**config.mk**
```make
export PLATFORM = sky130hd
export DESIGN_NAME = lsu_mem_port
export DESIGN_NICKNAME = d
export VERILOG_FILES = /design/src/rtl/lsu_pkg.sv /design/src/rtl/lsu_align.sv /design/src/rtl/lsu_mem_port.sv
export SDC_FILE = /design/constraint.sdc
export NUM_CORES = 1
export LEC_CHECK = 0
export ABC_AREA = 1
export CORE_UTILIZATION = 45
export DETAILED_ROUTE_END_ITERATION = 16
export PLACE_DENSITY = 0.85
export SLEW_MARGIN = 20
export SYNTH_ARGS = -nofsm -noshare
export SYNTH_HDL_FRONTEND = slang
export SYNTH_SLANG_ARGS = --single-unit
```
**constraint.sdc**
```tcl
create_clock -name clk -period 3.55 [get_ports clk]
set_input_delay 0.71 -clock clk [delete_from_list [all_inputs] [get_ports clk]]
set_output_delay 0.71 -clock clk [all_outputs]
set_load 0.01 [all_outputs]
```
**src/rtl/lsu_pkg.sv**
```systemverilog
// Shared funct3 codes, FSM state encoding and access-size helpers for the
// load/store unit memory port.
package lsu_pkg;

    localparam logic [2:0] F3_B  = 3'd0;
    localparam logic [2:0] F3_H  = 3'd1;
    localparam logic [2:0] F3_W  = 3'd2;
    localparam logic [2:0] F3_BU = 3'd4;
    localparam logic [2:0] F3_HU = 3'd5;

    typedef enum logic [2:0] {
        S_IDLE  = 3'd0,
        S_BEAT0 = 3'd1,
        S_BEAT1 = 3'd2,
        S_CAPT  = 3'd3,
        S_DONE  = 3'd4
    } lsu_state_t;

    function automatic logic [2:0] size_bytes(input logic [2:0] f3);
        case (f3[1:0])
            2'd0:    return 3'd1;
            2'd1:    return 3'd2;
            default: return 3'd4;
        endcase
    endfunction

    function automatic logic [7:0] size_mask(input logic [2:0] f3);
        case (f3[1:0])
            2'd0:    return 8'h01;
            2'd1:    return 8'h03;
            default: return 8'h0F;
        endcase
    endfunction

    // An access spans two words when its last byte lands past lane 3.
    function automatic logic spans(input logic [1:0] off, input logic [2:0] f3);
        return ({1'b0, off} + size_bytes(f3)) > 3'd4;
    endfunction

    function automatic logic f3_legal(input logic we, input logic [2:0] f3);
        if (we)
            return (f3 == F3_B) || (f3 == F3_H) || (f3 == F3_W);
        return (f3 == F3_B) || (f3 == F3_H) || (f3 == F3_W) ||
               (f3 == F3_BU) || (f3 == F3_HU);
    endfunction

endpackage

```
**src/rtl/lsu_align.sv**
```systemverilog
// Combinational lane steering: byte enables and positioned write data for both
// beats, plus extraction and sign/zero extension of the returned load data.
module lsu_align
    import lsu_pkg::*;
(
    input  logic [1:0]  off,
    input  logic [2:0]  f3,
    input  logic [31:0] wdata,
    input  logic [31:0] hi,
    input  logic [31:0] lo,
    output logic [3:0]  be0,
    output logic [3:0]  be1,
    output logic [31:0] data0,
    output logic [31:0] data1,
    output logic        span,
    output logic [31:0] rdata
);

    logic [7:0]  mask8;
    logic [63:0] wide;
    logic [31:0] sel;

    // The two beats are treated as one 64-bit window starting at word w0.
    always_comb begin
        mask8 = size_mask(f3) << off;
        wide  = {32'd0, wdata} << {off, 3'b000};
        sel   = 32'({hi, lo} >> {off, 3'b000});
        be0   = mask8[3:0];
        be1   = mask8[7:4];
        data0 = wide[31:0];
        data1 = wide[63:32];
        span  = spans(off, f3);
        case (f3)
            F3_B:    rdata = {{24{sel[7]}}, sel[7:0]};
            F3_H:    rdata = {{16{sel[15]}}, sel[15:0]};
            F3_BU:   rdata = {24'd0, sel[7:0]};
            F3_HU:   rdata = {16'd0, sel[15:0]};
            default: rdata = sel;
        endcase
    end

endmodule

```
**src/rtl/lsu_mem_port.sv**
```systemverilog
// Load/store unit port: accepts one RV32 byte-addressed request, issues one or
// two word beats to a synchronous byte-enabled RAM and returns a response pulse.
module lsu_mem_port
    import lsu_pkg::*;
#(
    parameter int MEM_WORDS = 1024,
    parameter int MEM_AW    = $clog2(MEM_WORDS)
) (
    input  logic              clk,
    input  logic              rst,
    input  logic              req_valid,
    output logic              req_ready,
    input  logic              req_we,
    input  logic [2:0]        req_f3,
    input  logic [31:0]       req_addr,
    input  logic [31:0]       req_wdata,
    output logic              resp_valid,
    output logic [31:0]       resp_rdata,
    output logic              resp_err,
    output logic              mem_en,
    output logic              mem_we,
    output logic [3:0]        mem_be,
    output logic [MEM_AW-1:0] mem_addr,
    output logic [31:0]       mem_wdata,
    input  logic [31:0]       mem_rdata
);

    lsu_state_t        state;
    logic              r_we;
    logic [2:0]        r_f3;
    logic [1:0]        r_off;
    logic [MEM_AW-1:0] r_w0;
    logic [31:0]       r_wdata;
    logic              r_err;
    logic [31:0]       r_lo;
    logic [31:0]       r_hi;

    logic [3:0]        be0, be1;
    logic [31:0]       data0, data1;
    logic              span;
    logic [31:0]       ext_rdata;
    logic [31:0]       word_idx;
    logic              req_err;

    lsu_align u_align (
        .off   (r_off),
        .f3    (r_f3),
        .wdata (r_wdata),
        .hi    (r_hi),
        .lo    (r_lo),
        .be0   (be0),
        .be1   (be1),
        .data0 (data0),
        .data1 (data1),
        .span  (span),
        .rdata (ext_rdata)
    );

    // Incoming request is rejected up front if either touched word is out of range.
    always_comb begin
        word_idx = {2'b00, req_addr[31:2]};
        req_err  = !f3_legal(req_we, req_f3) ||
                   (word_idx >= 32'(MEM_WORDS)) ||
                   (spans(req_addr[1:0], req_f3) && ((word_idx + 32'd1) >= 32'(MEM_WORDS)));
    end

    always_ff @(posedge clk or posedge rst) begin
        if (rst) begin
            state   <= S_IDLE;
            r_we    <= 1'b0;
            r_f3    <= 3'd0;
            r_off   <= 2'd0;
            r_w0    <= '0;
            r_wdata <= 32'd0;
            r_err   <= 1'b0;
            r_lo    <= 32'd0;
            r_hi    <= 32'd0;
        end else begin
            case (state)
                S_IDLE: begin
                    if (req_valid) begin
                        r_we    <= req_we;
                        r_f3    <= req_f3;
                        r_off   <= req_addr[1:0];
                        r_w0    <= req_addr[MEM_AW+1:2];
                        r_wdata <= req_wdata;
                        r_err   <= req_err;
                        state   <= req_err ? S_DONE : S_BEAT0;
                    end
                end
                S_BEAT0: state <= span ? S_BEAT1 : (r_we ? S_DONE : S_CAPT);
                S_BEAT1: begin
                    if (!r_we)
                        r_lo <= mem_rdata;
                    state <= r_we ? S_DONE : S_CAPT;
                end
                S_CAPT: begin
                    if (span)
                        r_hi <= mem_rdata;
                    else
                        r_lo <= mem_rdata;
                    state <= S_DONE;
                end
                S_DONE:  state <= S_IDLE;
                default: state <= S_IDLE;
            endcase
        end
    end

    always_comb begin
        req_ready  = (state == S_IDLE);
        resp_valid = 1'b0;
        resp_err   = 1'b0;
        resp_rdata = 32'd0;
        mem_en     = 1'b0;
        mem_we     = 1'b0;
        mem_be     = 4'd0;
        mem_addr   = '0;
        mem_wdata  = 32'd0;
        case (state)
            S_BEAT0: begin
                mem_en    = 1'b1;
                mem_we    = r_we;
                mem_addr  = r_w0;
                mem_be    = be0;
                mem_wdata = data0;
            end
            S_BEAT1: begin
                mem_en    = 1'b1;
                mem_we    = r_we;
                mem_addr  = r_w0 + MEM_AW'(1);
                mem_be    = be1;
                mem_wdata = data1;
            end
            S_DONE: begin
                resp_valid = 1'b1;
                resp_err   = r_err;
                resp_rdata = (r_err || r_we) ? 32'd0 : ext_rdata;
            end
            default: ;
        endcase
    end

endmodule

```
==> run metrics, run 1 <==
status=complete, no violations; post-CTS sizing=0; CP peak stage delay=0.56 ns; # DRC=0; met3 Use GR=roughly 5.8%; Syn Area/Cell=about 6.5 um2; Core Area=around 0.016 mm2; number of synthesized flops with an enable pin=0; fin cells=1517; maximum vdd drop=0.3187 mV; YS warnings=0; CP Launch Point=r_off[0]; Mapped Nets=approximately 1200; DR vias=slightly above 8000; Startpoint Class=flip-flop; Avg WL per Cell=~15 um; GR Overflow Total=0; Post-CTS Setup Inserts=0; pin count of the biggest net entering global routing=65; final hold vios=0; Syn Inst Count=1128; synthesis-stage register bit count=~110; I/O pin cnt=between 150 and 200; IO buf count=roughly 190; TritonCTS clock tree=done; post-route ant nets=0; initial antenna violation count=1; commonest non-fill, non-tap cell in the layout=nand2_1; CP max FO=16; endpoints failing setup=0; R2R depth=10; Register Area=around 0.0027 mm2; Synth area leaders=dfrtp_1, nand2_1, o21ai_0; Area Growth Syn to Fin=33.59%; Synth Flop Type=dfrtp_1; Clock Latency Late Sink=~0.36 ns; most frequent cells in the layout=nand2_1, clkdlybuf4s50_1, o21ai_0; GR Layer Usage met1=a little over a third; fill cell count=around 1500; CTS Hold Bufs=0; dpl ws=0.4457 ns; initial core utilization=between 40% and 50%; vias per cell=~5.4; Leak Pwr=around 4.5 nW; Yosys top cell area share=37.13%; H-Tree Depth=3; post-synth top area cell=dfrtp_1; hold depth=2; Slew HR=about 36%; Final HPWL DP=17480 um; first-pass iteration count of the detailed router=6; Fmax=around 290 MHz; proportion of layout cells with a drive suffix above 1=4.923%; CP required=about 2.8 ns; Chip Height=approximately 130 um; fin crit share=between 90% and 100%; worst slew pin tran=between 0.9 and 1 ns; root buffer cell=clkbuf_16; Max Cap Viol=0; smallest hold slack=about 0.5 ns; dpl cell area=about 0.0094 mm2; Inst Count DP=1500; Worst Path Class, Setup=reg -> out; std cell rows=46; die width=129.2 um; final instance area=0.009723 mm2; fin util=61.43%; Cell variety after synth=43; Worst path slowest cell=clkdlybuf4s50_1; Worst path most repeated cell=nand3_4; M2 GR Usage=between 40% and 50%; Max clock buf depth=2; initial DRC count=roughly 1100; die footprint=around 0.017 mm2; skew final=between 0.004 and 0.005 ns; clk sinks=108; number of global-route vias before repair=~7400; area of the multi-input gates=~0.004 mm2; hold_sp=r_hi[16]; Async S/R FF share, synth=between 90% and 100%; setup TNS=0 ns; TritonCTS Buffers=9; total routed wirelength=between 20000 and 25000 um; power per standard cell area=559.3 mW/mm2; Most Crowded Layer GR=met2; fin crit period=around 3.4 ns; Placer Congestion=roughly 0.95; worst setup slack after layout=~0.12 ns; Final #Nets=roughly 1400; first-pass GRT wire length=36580 um; endpoint class of the critical path=primary output; synthesized area=0.007278 mm2; Final Max Tran Viols=0; sequential area share after synthesis=roughly 37%; R2R Path Start=r_off[1]; all-layer global routing usage=28.06%; hold crit path type=reg -> reg; Tot Pwr=5.438 mW; worst path cell trace=inv_2 > nand2_1 > a32o_1 > or3_4 > nand3_4 > nand3_4 > nor2_1 > clkdlybuf4s50_1; crit path DAT=2.72 ns; clock slew seen by the registers of the worst setup and hold paths=~0.080 ns
## cells in the mapped netlist (all sizes together) (4+ instances only)
cell / instances
a22o: 4
o211ai: 8
o21ai: 142
nand3b: 5
nor4: 4
o22ai: 13
nor3: 7
dfrtp: 108
nand3: 32
clkbuf: 34
nand2: 410
nand4: 5
o22a: 7
o221ai: 8
buf: 19
a31oi: 12
nor2: 121
a21oi: 49
inv: 114
## sequential cells by signal, indices dropped and copies added, names as in the netlist
signal / count
r_err: 1
r_f3: 3
r_hi: 24
r_lo: 32
r_off: 2
r_w0: 10
r_wdata: 32
r_we: 1
state: 3
## per-layer routing
layer,up-vias,share of wire (%)
met1,3717,42
li1,3983,-
met4,0,2.7
met2,441,46
met3,61,9.3
met5,-,0
## final timing paths
check                                       to  slack [ns]
worst max-delay path            resp_rdata[22]        0.12
worst min-delay path                  r_hi[16]        0.50
worst max register to register        r_lo[31]        0.58
worst min register to register        r_hi[16]        0.50
max in group asynchronous              r_w0[2]        1.91
min in group asynchronous             r_hi[10]        0.86
## cells by family (layout without fill, tap and decap cells)
group,after synthesis,count (layout),synth area share (%)
AOI/OAI and AO/OA,253,253,19.56
xor gates and xnor gates,4,4,0.4814
adders and majority gates,5,5,1.066
buffers and inverters,170,342,9.197
DFF,108,108,37.13
muxes,1,1,0.1547
other,0,1,0
and+or+nand+nor,587,587,32.40
## power by group
group | total (mW) | switching, mW | internal [mW]
Clock | 1.07 | 0.501 | 0.568
Sequential | 1.77 | 0.247 | 1.52
Combinational | 2.60 | 1.66 | 0.941
Total | 5.44 | 2.41 | 3.03
## area by class of cell
type | instances | share of cell area, %
Clock inverter | 7 | 1.004
Inverter | 117 | 4.594
Timing Repair Buffer | 209 | 21.16
Multi-Input combinational cell | 850 | 40.32
Clock buffer | 9 | 2.316
Sequential cell | 108 | 27.81
Tap cell | 216 | 2.780
Antenna cell | 1 | 0.02574
## worst max-delay path, delay by kind of cell, from the launching register on
family / cells / cell delay, ns
AOI/OAI and AO/OA: 1 / 0.25
and+or+nand+nor: 5 / 0.95
buffers and inverters: 2 / 0.69
DFF: 1 / 0.47
Note: power is estimated with default switching activity, not from simulation.
==> inputs of run 2 (changes only) <==
--- a/config.mk
+++ b/config.mk
@@ -8,7 +8,8 @@
 export ABC_AREA = 1
 export CORE_UTILIZATION = 45
 export DETAILED_ROUTE_END_ITERATION = 16
-export PLACE_DENSITY = 0.85
+export GPL_TIMING_DRIVEN = 0
+export PLACE_DENSITY = 0.86
 export SLEW_MARGIN = 20
 export SYNTH_ARGS = -nofsm -noshare
 export SYNTH_HDL_FRONTEND = slang
==> run 2 against run 1 <==
  * Sequential share of layout area decreased by 0.64 points
  * Clock skew about the same
  * First-iteration DRC count increased by 17%
  * Global-route usage increased by 4.1 points
  * Via count increased by 5.9%
  * Worst setup slack got worse by 0.048 ns
  * Critical endpoint is now mem_wdata[16]
  * Largest cell class unchanged
==> run metrics, run 2 (same netlist as run 1, synthesis figures left out) <==
status=complete, no violations; fin crit period=3.477 ns (+0.04787 ns); power per standard cell area=558.1 mW/mm2 (-0.21%); most frequent cells in the layout=nand2_1, clkdlybuf4s50_1, o21ai_0; clk sinks=108 (unchanged); top flop regs=r_lo (32), r_wdata (32), r_hi (24); endpoints failing setup=0 (unchanged); Slew HR=57.77% (+22 points); worst slew pin tran=0.6334 ns (-0.3286 ns); die footprint=0.01669 mm2 (unchanged); crit path DAT=2.77 ns (+0.05 ns); kind of cell adding the most delay to the critical path=buffers and inverters; Core Area=0.01583 mm2 (unchanged); DR vias=8685 (+5.9%); worst hold endpoint=r_lo[5]; maximum vdd drop=0.2971 mV (-6.8%); final hold vios=0 (unchanged); Worst path slowest cell=clkdlybuf4s50_1; clock slew seen by the registers of the worst setup and hold paths=0.08 ns (about the same); post-route ant nets=0 (unchanged); initial DRC count=1274 (+17%); CP peak stage delay=0.60 ns (+0.04 ns); all-layer global routing usage=32.15% (+4.1 points); first-pass iteration count of the detailed router=6 (unchanged); Buf+Inv Stages, Crit Path=5 (+3); Clock Latency Late Sink=0.35 ns (about the same); root buffer cell=clkbuf_16; H-Tree Depth=3 (unchanged); final instance area=0.009956 mm2 (+2.4%); Avg WL per Cell=17.21 um (+13%); Worst Path Class, Setup=reg -> out; hold_sp=r_lo[5]; R2R depth=13 (+3); Final #Nets=1442 (+2.8%); diode count=0 (-1); CP required=2.84 ns (about the same); worst setup slack after layout=0.07326 ns (-0.04787 ns); # DRC=0 (unchanged); die width=129.2 um (unchanged); IO buf count=185 (unchanged); Max clock buf depth=2 (unchanged); initial antenna violation count=0 (-1); CTS Hold Bufs=0 (unchanged); Chip Height=129.2 um (unchanged); Area Growth Syn to Fin=36.79%; commonest non-fill, non-tap cell in the layout=nand2_1; CP max FO=9 (-7); dpl cell area=0.009507 mm2 (+1.5%); Max Cap Viol=0 (unchanged); Final Max Tran Viols=0 (unchanged); dpl ws=-0.1870 ns (-0.6326 ns); flop2flop setup slack=0.28 ns (-0.30 ns); TritonCTS Buffers=9 (unchanged); Startpoint Class=flip-flop; hold depth=2 (unchanged); std cell rows=46 (unchanged); skew final=0.005057 ns (+0.0004357 ns); vias per cell=5.585 (+3.3%); R2R Path Start=r_off[1]; endpoint class of the critical path=primary output; proportion of layout cells with a drive suffix above 1=6.273% (+1.4 points); reg2reg end=r_hi[1]; I/O pin cnt=186 (unchanged); fin crit share=97.94% (+1.3 points); number of global-route vias before repair=8175 (+10%); Placer Congestion=1.007 (+6.6%); Fmax=287.6 MHz (-1.4%); GR Overflow Total=0 (unchanged); total routed wirelength=26760 um (+15%); TritonCTS clock tree=done; worst path cell trace=buf_2 > clkinvlp_4 > nor2_2 > inv_1 > nor2_1 > clkinv_2 > o221ai_1 > clkdlybuf4s50_1; hold crit path type=reg -> reg; Leak Pwr=4.786 nW (+6.5%); initial core utilization=45.98% (unchanged); pin count of the biggest net entering global routing=31 (-52%); Final HPWL DP=20690 um (+18%); first-pass GRT wire length=41500 um (+13%)
==> run 2: changes by cell type in the layout (fill, tap and decap cells not counted), moves of 4 or more <==
cell,previous run,this run
buf_1,0,6
buf_2,0,7
buf_4,22,6
clkbuf_1,0,22
clkbuf_2,0,16
clkdlybuf4s50_1,185,173
dlymetal6s2s_1,0,12
nor2_4,1,5
==> run 2: worst max path at each step <==
| stage | slack, ns | depth (start not counted) | end | from |
|---|---|---|---|---|
| 2_1_floorplan | 0.75 | 14 | r_hi[10] | r_f3[1] |
| 3_3_place_gp | -0.04 | 13 | r_lo[0] | r_f3[1] |
| 3_5_place_dp | -0.19 | 13 | r_lo[0] | r_f3[1] |
| 4_1_cts | 0.003 | 6 | mem_be[0] | r_off[0] |
| 5_1_grt | -0.03 | 9 | mem_addr[9] | r_w0[2] |
| 6_report | 0.07 | 8 | mem_wdata[16] | r_off[1] |
==> run 2: layer usage <==
layer  global-route usage, %  vias to the layer above  wire length, um
li1                        -                     4067                -
met1                   40.99                     3975            10560
met2                   52.69                      558            12300
met3                   7.556                       85             2986
met4                   12.80                        0              921
met5                       0                        -                0
==> run 2: where the power goes <==
part | leakage, nW | switching (mW) | internal, mW
logic | 3.49 | 1.82 | 0.973
registers | 1.15 | 0.252 | 1.52
clock network | 0.141 | 0.496 | 0.493
==> run 2: what timing repair did <==
action,CTS,global route
gates resized for setup,15,43
pin swaps,0,1
setup endpoints to repair,73,103
setup buffers,0,6
==> run 2: area by class of cell <==
| type | instances | area (um2) |
|---|---|---|
| Multi-Input combinational cell | 850 | 3961 |
| Tap cell | 216 | 270.3 |
| Sequential cell | 108 | 2705 |
| Clock inverter | 6 | 53.80 |
| Clock buffer | 10 | 229.0 |
| Timing Repair Buffer | 195 | 2029 |
| Fill cell | 1407 | 5872 |
| Inverter | 117 | 456.7 |
| Buffer | 53 | 250.2 |
==> run 2: worst register-to-register path, delay by kind of cell (launching register included) <==
kind	cells	cell delay (ns)
buf+inv	8	1.79
fa+ha+maj	1	0.58
flops	1	0.32
simple gates	2	0.26
compound gates	2	0.24
==> run 2: metrics by stage <==
stage | util (%) | setup TNS, ns | std cells | hold slack [ns] | power (mW)
final | 62.90 | 0 | 1555 | 0.4949 | 5.557
after global routing | 62.90 | -0.03545 | 1555 | 0.5111 | 5.886
after CTS | 62.15 | 0 | 1549 | 0.4967 | 5.412
after detailed placement | 60.06 | -4.527 | 1533 | 0.4782 | 4.408
after global placement | 59.41 | -0.4049 | 1529 | 0.4689 | 4.326
after floorplan | - | 0 | 1128 | 0.4530 | 3.403
